### src/rtl/msi_cache_controller_if.sv
// Signal bundle between the MSI cache controller, its CPU port, the shared snooping bus
// and the line-state debug display.
interface msi_cache_controller_if #(
    parameter int ADDR_WIDTH  = 8,
    parameter int INDEX_WIDTH = 2
);
    logic                   cpu_req;
    logic                   cpu_write;
    logic [ADDR_WIDTH-1:0]  cpu_addr;
    logic                   cpu_ready;
    logic                   cpu_hit;

    logic                   bus_req;
    logic [1:0]             bus_cmd;
    logic [ADDR_WIDTH-1:0]  bus_addr;
    logic                   bus_grant;

    logic                   snoop_valid;
    logic [1:0]             snoop_cmd;
    logic [ADDR_WIDTH-1:0]  snoop_addr;

    logic                   write_back;
    logic                   abort_mem;
    logic [ADDR_WIDTH-1:0]  wb_addr;

    logic [INDEX_WIDTH-1:0] dbg_index;
    logic [1:0]             dbg_state;

    modport master (
        output cpu_req, cpu_write, cpu_addr, bus_grant,
               snoop_valid, snoop_cmd, snoop_addr, dbg_index,
        input  cpu_ready, cpu_hit, bus_req, bus_cmd, bus_addr,
               write_back, abort_mem, wb_addr, dbg_state
    );

    modport slave (
        input  cpu_req, cpu_write, cpu_addr, bus_grant,
               snoop_valid, snoop_cmd, snoop_addr, dbg_index,
        output cpu_ready, cpu_hit, bus_req, bus_cmd, bus_addr,
               write_back, abort_mem, wb_addr, dbg_state
    );
endinterface

### src/rtl/msi_cache_controller.sv
// MSI coherence controller for a direct-mapped cache: CPU-side and snoop-side state
// machines merged into one clocked block, with bus request/grant and victim eviction.
module msi_cache_controller #(
    parameter int ADDR_WIDTH  = 8,
    parameter int INDEX_WIDTH = 2
) (
    input  logic                 clock,
    input  logic                 reset_n,
    msi_cache_controller_if.slave cache_if
);
    localparam int LINES     = 1 << INDEX_WIDTH;
    localparam int TAG_WIDTH = ADDR_WIDTH - INDEX_WIDTH;

    localparam logic [1:0] ST_I = 2'b00;
    localparam logic [1:0] ST_S = 2'b01;
    localparam logic [1:0] ST_M = 2'b10;

    localparam logic [1:0] CMD_NONE = 2'b00;
    localparam logic [1:0] CMD_RD   = 2'b01;
    localparam logic [1:0] CMD_WR   = 2'b10;
    localparam logic [1:0] CMD_INV  = 2'b11;

    localparam logic [1:0] IDLE     = 2'd0;
    localparam logic [1:0] EVICT    = 2'd1;
    localparam logic [1:0] BUS_WAIT = 2'd2;

    logic [1:0]             line_state [LINES];
    logic [TAG_WIDTH-1:0]   line_tag   [LINES];
    logic [1:0]             fsm;
    logic [ADDR_WIDTH-1:0]  req_addr;
    logic                   req_write;

    logic [INDEX_WIDTH-1:0] snoop_index;
    logic [TAG_WIDTH-1:0]   snoop_tag;
    logic                   snoop_match;
    logic                   snoop_wb;
    logic [1:0]             snoop_next;

    logic [ADDR_WIDTH-1:0]  cur_addr;
    logic [INDEX_WIDTH-1:0] cur_index;
    logic [TAG_WIDTH-1:0]   cur_tag;
    logic [1:0]             cur_state;
    logic                   cur_hit;
    logic [1:0]             miss_cmd;

    always_comb begin
        snoop_index = cache_if.snoop_addr[INDEX_WIDTH-1:0];
        snoop_tag   = cache_if.snoop_addr[ADDR_WIDTH-1:INDEX_WIDTH];
        snoop_match = cache_if.snoop_valid && (line_state[snoop_index] != ST_I) &&
                      (line_tag[snoop_index] == snoop_tag);
        snoop_next  = line_state[snoop_index];
        snoop_wb    = 1'b0;
        if (snoop_match) begin
            case (cache_if.snoop_cmd)
                CMD_RD: begin
                    if (line_state[snoop_index] == ST_M) begin
                        snoop_next = ST_S;
                        snoop_wb   = 1'b1;
                    end
                end
                CMD_WR: begin
                    snoop_next = ST_I;
                    snoop_wb   = (line_state[snoop_index] == ST_M);
                end
                CMD_INV: snoop_next = ST_I;
                default: snoop_next = line_state[snoop_index];
            endcase
        end
    end

    // The CPU-side decision always sees the line as it stands after this cycle's snoop.
    always_comb begin
        cur_addr  = (fsm == IDLE) ? cache_if.cpu_addr : req_addr;
        cur_index = cur_addr[INDEX_WIDTH-1:0];
        cur_tag   = cur_addr[ADDR_WIDTH-1:INDEX_WIDTH];
        cur_state = (snoop_match && (snoop_index == cur_index)) ? snoop_next : line_state[cur_index];
        cur_hit   = (cur_state != ST_I) && (line_tag[cur_index] == cur_tag);
        miss_cmd  = ((fsm == IDLE) ? cache_if.cpu_write : req_write) ? CMD_WR : CMD_RD;
    end

    assign cache_if.dbg_state = line_state[cache_if.dbg_index];

    always_ff @(posedge clock or negedge reset_n) begin
        if (!reset_n) begin
            for (int i = 0; i < LINES; i++) begin
                line_state[i] <= ST_I;
                line_tag[i]   <= '0;
            end
            fsm                 <= IDLE;
            req_addr            <= '0;
            req_write           <= 1'b0;
            cache_if.cpu_ready  <= 1'b0;
            cache_if.cpu_hit    <= 1'b0;
            cache_if.bus_req    <= 1'b0;
            cache_if.bus_cmd    <= CMD_NONE;
            cache_if.bus_addr   <= '0;
            cache_if.write_back <= 1'b0;
            cache_if.abort_mem  <= 1'b0;
            cache_if.wb_addr    <= '0;
        end else begin
            cache_if.cpu_ready  <= 1'b0;
            cache_if.cpu_hit    <= 1'b0;
            cache_if.write_back <= 1'b0;
            cache_if.abort_mem  <= 1'b0;
            if (snoop_match) begin
                line_state[snoop_index] <= snoop_next;
                if (snoop_wb) begin
                    cache_if.write_back <= 1'b1;
                    cache_if.abort_mem  <= 1'b1;
                    cache_if.wb_addr    <= cache_if.snoop_addr;
                end
            end
            case (fsm)
                IDLE: begin
                    if (cache_if.cpu_req) begin
                        req_addr  <= cache_if.cpu_addr;
                        req_write <= cache_if.cpu_write;
                        if (cur_hit && (!cache_if.cpu_write || cur_state == ST_M)) begin
                            cache_if.cpu_ready <= 1'b1;
                            cache_if.cpu_hit   <= 1'b1;
                        end else if (!cur_hit && cur_state == ST_M) begin
                            fsm <= EVICT;
                        end else begin
                            cache_if.bus_req  <= 1'b1;
                            cache_if.bus_cmd  <= cur_hit ? CMD_INV : miss_cmd;
                            cache_if.bus_addr <= cache_if.cpu_addr;
                            fsm               <= BUS_WAIT;
                        end
                    end
                end
                // A snoop write-back owns the write-back port this cycle, so the eviction waits.
                EVICT: begin
                    if (!snoop_wb) begin
                        if (cur_state == ST_M) begin
                            cache_if.write_back <= 1'b1;
                            cache_if.wb_addr    <= {line_tag[cur_index], cur_index};
                        end
                        cache_if.bus_req  <= 1'b1;
                        cache_if.bus_cmd  <= miss_cmd;
                        cache_if.bus_addr <= req_addr;
                        fsm               <= BUS_WAIT;
                    end
                end
                BUS_WAIT: begin
                    if (cache_if.bus_grant) begin
                        line_state[cur_index] <= (cache_if.bus_cmd == CMD_RD) ? ST_S : ST_M;
                        line_tag[cur_index]   <= cur_tag;
                        cache_if.cpu_ready    <= 1'b1;
                        cache_if.bus_req      <= 1'b0;
                        cache_if.bus_cmd      <= CMD_NONE;
                        fsm                   <= IDLE;
                    end else if (cache_if.bus_cmd == CMD_INV && cur_state == ST_I) begin
                        cache_if.bus_cmd <= CMD_WR;
                    end
                end
                default: fsm <= IDLE;
            endcase
        end
    end
endmodule

### src/flat_wrapper.sv
// flat-port wrapper written by rule: the top's interface ports become plain ports
module msi_cache_controller_flat 
#(
    parameter int ADDR_WIDTH  = 8,
    parameter int INDEX_WIDTH = 2
)
  (clock, reset_n, cache_if_cpu_req, cache_if_cpu_write, cache_if_cpu_addr, cache_if_bus_grant, cache_if_snoop_valid, cache_if_snoop_cmd, cache_if_snoop_addr, cache_if_dbg_index, cache_if_cpu_ready, cache_if_cpu_hit, cache_if_bus_req, cache_if_bus_cmd, cache_if_bus_addr, cache_if_write_back, cache_if_abort_mem, cache_if_wb_addr, cache_if_dbg_state);
  msi_cache_controller_if #(.ADDR_WIDTH(ADDR_WIDTH), .INDEX_WIDTH(INDEX_WIDTH)) cache_if_i ();
  input  logic clock;
  input  logic reset_n;
  input wire logic [$bits(cache_if_i.cpu_req)-1:0] cache_if_cpu_req;
  input wire logic [$bits(cache_if_i.cpu_write)-1:0] cache_if_cpu_write;
  input wire logic [$bits(cache_if_i.cpu_addr)-1:0] cache_if_cpu_addr;
  input wire logic [$bits(cache_if_i.bus_grant)-1:0] cache_if_bus_grant;
  input wire logic [$bits(cache_if_i.snoop_valid)-1:0] cache_if_snoop_valid;
  input wire logic [$bits(cache_if_i.snoop_cmd)-1:0] cache_if_snoop_cmd;
  input wire logic [$bits(cache_if_i.snoop_addr)-1:0] cache_if_snoop_addr;
  input wire logic [$bits(cache_if_i.dbg_index)-1:0] cache_if_dbg_index;
  output wire logic [$bits(cache_if_i.cpu_ready)-1:0] cache_if_cpu_ready;
  output wire logic [$bits(cache_if_i.cpu_hit)-1:0] cache_if_cpu_hit;
  output wire logic [$bits(cache_if_i.bus_req)-1:0] cache_if_bus_req;
  output wire logic [$bits(cache_if_i.bus_cmd)-1:0] cache_if_bus_cmd;
  output wire logic [$bits(cache_if_i.bus_addr)-1:0] cache_if_bus_addr;
  output wire logic [$bits(cache_if_i.write_back)-1:0] cache_if_write_back;
  output wire logic [$bits(cache_if_i.abort_mem)-1:0] cache_if_abort_mem;
  output wire logic [$bits(cache_if_i.wb_addr)-1:0] cache_if_wb_addr;
  output wire logic [$bits(cache_if_i.dbg_state)-1:0] cache_if_dbg_state;
  assign cache_if_i.cpu_req = cache_if_cpu_req;
  assign cache_if_i.cpu_write = cache_if_cpu_write;
  assign cache_if_i.cpu_addr = cache_if_cpu_addr;
  assign cache_if_i.bus_grant = cache_if_bus_grant;
  assign cache_if_i.snoop_valid = cache_if_snoop_valid;
  assign cache_if_i.snoop_cmd = cache_if_snoop_cmd;
  assign cache_if_i.snoop_addr = cache_if_snoop_addr;
  assign cache_if_i.dbg_index = cache_if_dbg_index;
  assign cache_if_cpu_ready = cache_if_i.cpu_ready;
  assign cache_if_cpu_hit = cache_if_i.cpu_hit;
  assign cache_if_bus_req = cache_if_i.bus_req;
  assign cache_if_bus_cmd = cache_if_i.bus_cmd;
  assign cache_if_bus_addr = cache_if_i.bus_addr;
  assign cache_if_write_back = cache_if_i.write_back;
  assign cache_if_abort_mem = cache_if_i.abort_mem;
  assign cache_if_wb_addr = cache_if_i.wb_addr;
  assign cache_if_dbg_state = cache_if_i.dbg_state;
  msi_cache_controller #(.ADDR_WIDTH(ADDR_WIDTH), .INDEX_WIDTH(INDEX_WIDTH)) u_core (.clock(clock), .reset_n(reset_n), .cache_if(cache_if_i));
endmodule
### config.mk
export PLATFORM = sky130hd
export DESIGN_NAME = msi_cache_controller_flat
export DESIGN_NICKNAME = d
export VERILOG_FILES = /design/src/rtl/msi_cache_controller_if.sv /design/src/rtl/msi_cache_controller.sv /design/src/flat_wrapper.sv
export SDC_FILE = /design/constraint.sdc
export NUM_CORES = 1
export LEC_CHECK = 0
export ABC_AREA = 1
export CAP_MARGIN = 20
export CELL_PAD_IN_SITES_DETAIL_PLACEMENT = 1
export CELL_PAD_IN_SITES_GLOBAL_PLACEMENT = 1
export CORE_MARGIN = 2
export CORE_UTILIZATION = 40
export DETAILED_ROUTE_END_ITERATION = 12
export PLACE_DENSITY_LB_ADDON = 0.1
export REMOVE_ABC_BUFFERS = 1
export SYNTH_ARGS = -nofsm -noshare
export SYNTH_HDL_FRONTEND = slang
export SYNTH_SLANG_ARGS = --single-unit
### constraint.sdc
create_clock -name clock -period 2.8 [get_ports clock]
set_input_delay 0.56 -clock clock [delete_from_list [all_inputs] [get_ports clock]]
set_output_delay 0.56 -clock clock [all_outputs]
set_load 0.02 [all_outputs]
==> flow_metrics.py <==
metrics = {
    "outcome": {
        "outcome": "complete, no violations",
    },
    "critical_path": {
        "path_max_fanout": 8,
        "worstPathRequired_ns": 3.06,
        "crit_chain": "inv_2, ha_4, inv_2, buf_6, nand2_4, nand2_4, nand2_4, buf_6, nor2_2, a21oi_4, nand2_1, nand2_1, nand2_2, nor2_4, nand3_4, nand3_4, nor2_4, nor2_4, nand2_4, nand2_2, o21ai_2",
        "cp.arrival_ns": 3.00,
        "cp_top_family": "simple AND/OR/NAND/NOR gates",
        "startpoint_type": "flip-flop",
        "cp_num_buf_inv": 4,
        "end_kind": "flip-flop",
        "slowest_stage": "dfrtp_1",
        "crit_top_cell": "nand2_4",
        "crit_type": "flip-flop to flip-flop",
        "crit_path_max_incr_delay_ns": 0.39,
    },
    "synth": {
        "syn-instance-count": 615,
        "ys_warn_count": 0,
        "synth_seq_cells": 66,
        "synth-edff-count": 0,
        "async_flop_share": 1.00,
        "synth.area.top_cells": "dfrtp_1 (39%), nand2_1 (19%), o21ai_0 (7.3%)",
        "syn_avg_cell_area_um2": 6.89,
        "ys_seq_area_frac": 0.390,
        "synth_area_um2": 4240,
        "ys_types": 35,
        "yosysTopAreaCell": "dfrtp_1",
        "synth-main-ff-cell": "dfrtp_1",
        "synth_top_area_share": 0.390,
    },
    "detailed_routing": {
        "vias": 4547,
        "post_drt_wl_per_cell_um": 17.1,
        "antenna_left": 0,
        "drt_iter0_drc": 222,
        "drc_errors": 0,
        "drt_wl_total_um": 15000,
        "firstDrtPassIters": 4,
        "drt-vias-per-instance": 5.18,
    },
    "die": {
        "die_w_um": 107,
        "io_pins": 51,
        "die_area_um2": 11400,
        "die_h_um": 107,
        "std_cell_rows": 37,
        "core-area_um2": 10300,
        "start_util": 0.410,
    },
    "place": {
        "numPortBuffers": 50,
        "dp_hpwl_um": 10500,
        "globalplace.congestion": 0.852,
        "placed_cells": 849,
    },
    "power": {
        "p_switching_mw": 3.55,
        "p_int_mw": 3.78,
        "p_leak_nw": 3.04,
        "finalPower_mw": 7.34,
        "worst_ir_drop_vdd_v": 0.000536,
        "seqPwrFrac": 0.241,
        "power.density_nw_per_um2": 1250,
        "p_clk_frac": 0.119,
        "combinationalPowerShare": 0.640,
        "switching_share": 0.484,
    },
    "clocking": {
        "cts_hold_buf": 0,
        "cts_buffers": 9,
        "path_clk_slew_ns": 0.09,
        "cts_sinks": 66,
        "cts-root-buf": "clkbuf_8",
        "cts_max_path_buffers": 2,
        "worstSkewPairLatency_ns": 0.36,
        "cts_tree": "built",
        "htreeDepth": 3,
    },
    "timing": {
        "setup_viol": 0,
        "slew_headroom": 0.572,
        "max_freq_ghz": 0.365,
        "fin_crit_ns": 2.74,
        "tightestPinTransition_ns": 0.635,
        "finClkSkew_ns": 0.00695,
        "finalCritPeriodShare": 0.980,
        "slew_violations": 0,
        "hold_viol_final": 0,
    },
    "grt": {
        "grt_pass1_wl_um": 23600,
        "grt_pass1_vias": 4717,
        "gr-max-usage-layer": "met2",
        "grt_max_degree": 59,
        "grt_overflow": 0,
        "met1_usage": 0.351,
        "grtUsageMet3": 0.0498,
        "grt_use_total": 0.266,
        "grt.met2_usage": 0.452,
        "grt_antenna_before_repair": 0,
    },
    "layout": {
        "area_delta_synth_final_pct": 38.1,
        "nets": 768,
        "seq_area_um2": 1650,
        "fin_cells": 877,
        "multiInputGateArea_um2": 2410,
        "final_core_util": 0.567,
        "nFillCells": 1296,
        "drive_gt1_frac": 0.236,
        "diodes": 0,
    },
    "hold_path": {
        "hp-class": "input port to asynchronous set/reset pin",
    },
    "run": {
        "cap_violations": 0,
    },
}
layout make-up:
cell class | count | share of cell area
well taps | 136 | 0.0291
flip-flops and latches | 66 | 0.282
clock inverters | 7 | 0.0130
repair buffers | 125 | 0.187
clock buffers | 9 | 0.0212
multi-input cells | 451 | 0.413
inverters | 83 | 0.0550
cell usage in the layout (no fill, tap or decap), drive strengths merged, types with 2 or more instances in the layout:
master | netlist | layout
clkinv | 0 | 2
o21a | 7 | 7
clkdlybuf4s50 | 0 | 45
clkbuf | 9 | 11
a21boi | 3 | 3
dfrtp | 66 | 66
a21oi | 22 | 22
o21ai | 75 | 75
nand4 | 4 | 4
nand3b | 3 | 3
nand2 | 226 | 227
buf | 7 | 76
nand3 | 41 | 41
o22ai | 2 | 2
inv | 83 | 85
clkinvlp | 0 | 2
dlymetal6s2s | 0 | 2
ha | 6 | 6
nor2 | 48 | 48
mux2 | 7 | 7
path summary, 6_finish.rpt:
| check | startpoint | to | slack (ns) | depth (start not counted) |
|---|---|---|---|---|
| worst min register to register | u_core.cache_if.bus_addr[5] | u_core.cache_if.bus_addr[5] | 0.49 | 2 |
| worst max register to register | u_core.fsm[1] | u_core.cache_if.bus_addr[5] | 0.06 | 21 |
| worst min-delay path | reset_n | u_core.cache_if.write_back | 0.04 | 1 |
| max in group asynchronous | reset_n | u_core.cache_if.bus_cmd[0] | 2.15 | 2 |
| min in group clock | u_core.cache_if.bus_addr[5] | u_core.cache_if.bus_addr[5] | 0.49 | 2 |
| worst max-delay path | u_core.fsm[1] | u_core.cache_if.bus_addr[5] | 0.06 | 21 |
metrics by stage:
step           hold WS [ns]  instance area [um2]  TNS [ns]  worst slack [ns]
4_1_cts              0.0444                 5590         0            0.0192
3_3_place_gp          0.435                 5310     -9.40            -0.487
2_1_floorplan         0.264                 4150         0             0.161
5_1_grt              0.0408                 5850    -0.819            -0.111
3_5_place_dp          0.436                 5310    -13.45            -0.617
6_report             0.0398                 5850         0            0.0565
sequential cells by signal, summed over array words and instances, names as in the netlist:
name,count
u_core.cache_if.abort_mem,1
u_core.cache_if.bus_addr,8
u_core.cache_if.bus_cmd,2
u_core.cache_if.bus_req,1
u_core.cache_if.cpu_hit,1
u_core.cache_if.cpu_ready,1
u_core.cache_if.wb_addr,8
u_core.cache_if.write_back,1
u_core.fsm,2
u_core.line_state,8
u_core.line_tag,24
u_core.req_addr,8
u_core.req_write,1
kinds of logic (layout without fill, tap and decap cells):
group,Yosys count,after routing,synth area share
flops,66,66,0.390
compound gates,112,112,0.152
mux,7,7,0.0186
buf+inv,99,224,0.0948
simple gates,324,325,0.325
xor+xnor,1,1,0.00207
fa+ha+maj,6,6,0.0177
cells in the mapped netlist, types with 3 or more instances:
cell	instances
nand2_1	216
inv_1	74
dfrtp_1	66
o21ai_0	62
nor2_1	42
nand3_1	40
a21oi_1	16
clkbuf_1	9
inv_2	9
nand2_2	9
mux2_2	7
o21a_1	7
o21ai_2	7
a21oi_2	6
ha_1	6
o21ai_1	6
nand4_1	4
a21boi_0	3
buf_2	3
nand3b_1	3
nor2_4	3
what timing repair did:
item / CTS / global route
endpoints found under the setup margin: 22 / 25
pin swaps: 3 / 23
buffers inserted: 1 / 10
gates cloned: 0 / 1
gates resized for setup: 20 / 60
layer usage:
layer / vias to the layer above / wire length, um
li1: 2191 / -
met1: 2220 / 6690
met2: 103 / 7370
met3: 33 / 574
met4: 0 / 367
met5: - / 0
power by group through the flow:
stage	Clock (mW)	Combinational, mW	Sequential (mW)
global placement	0	3.72	1.73
global route	0.925	5.13	1.82
floorplan	0	2.08	1.81
finish	0.872	4.70	1.77
CTS	0.881	4.05	1.74
detailed placement	0	3.85	1.75
(Power assumes the default switching activity.)
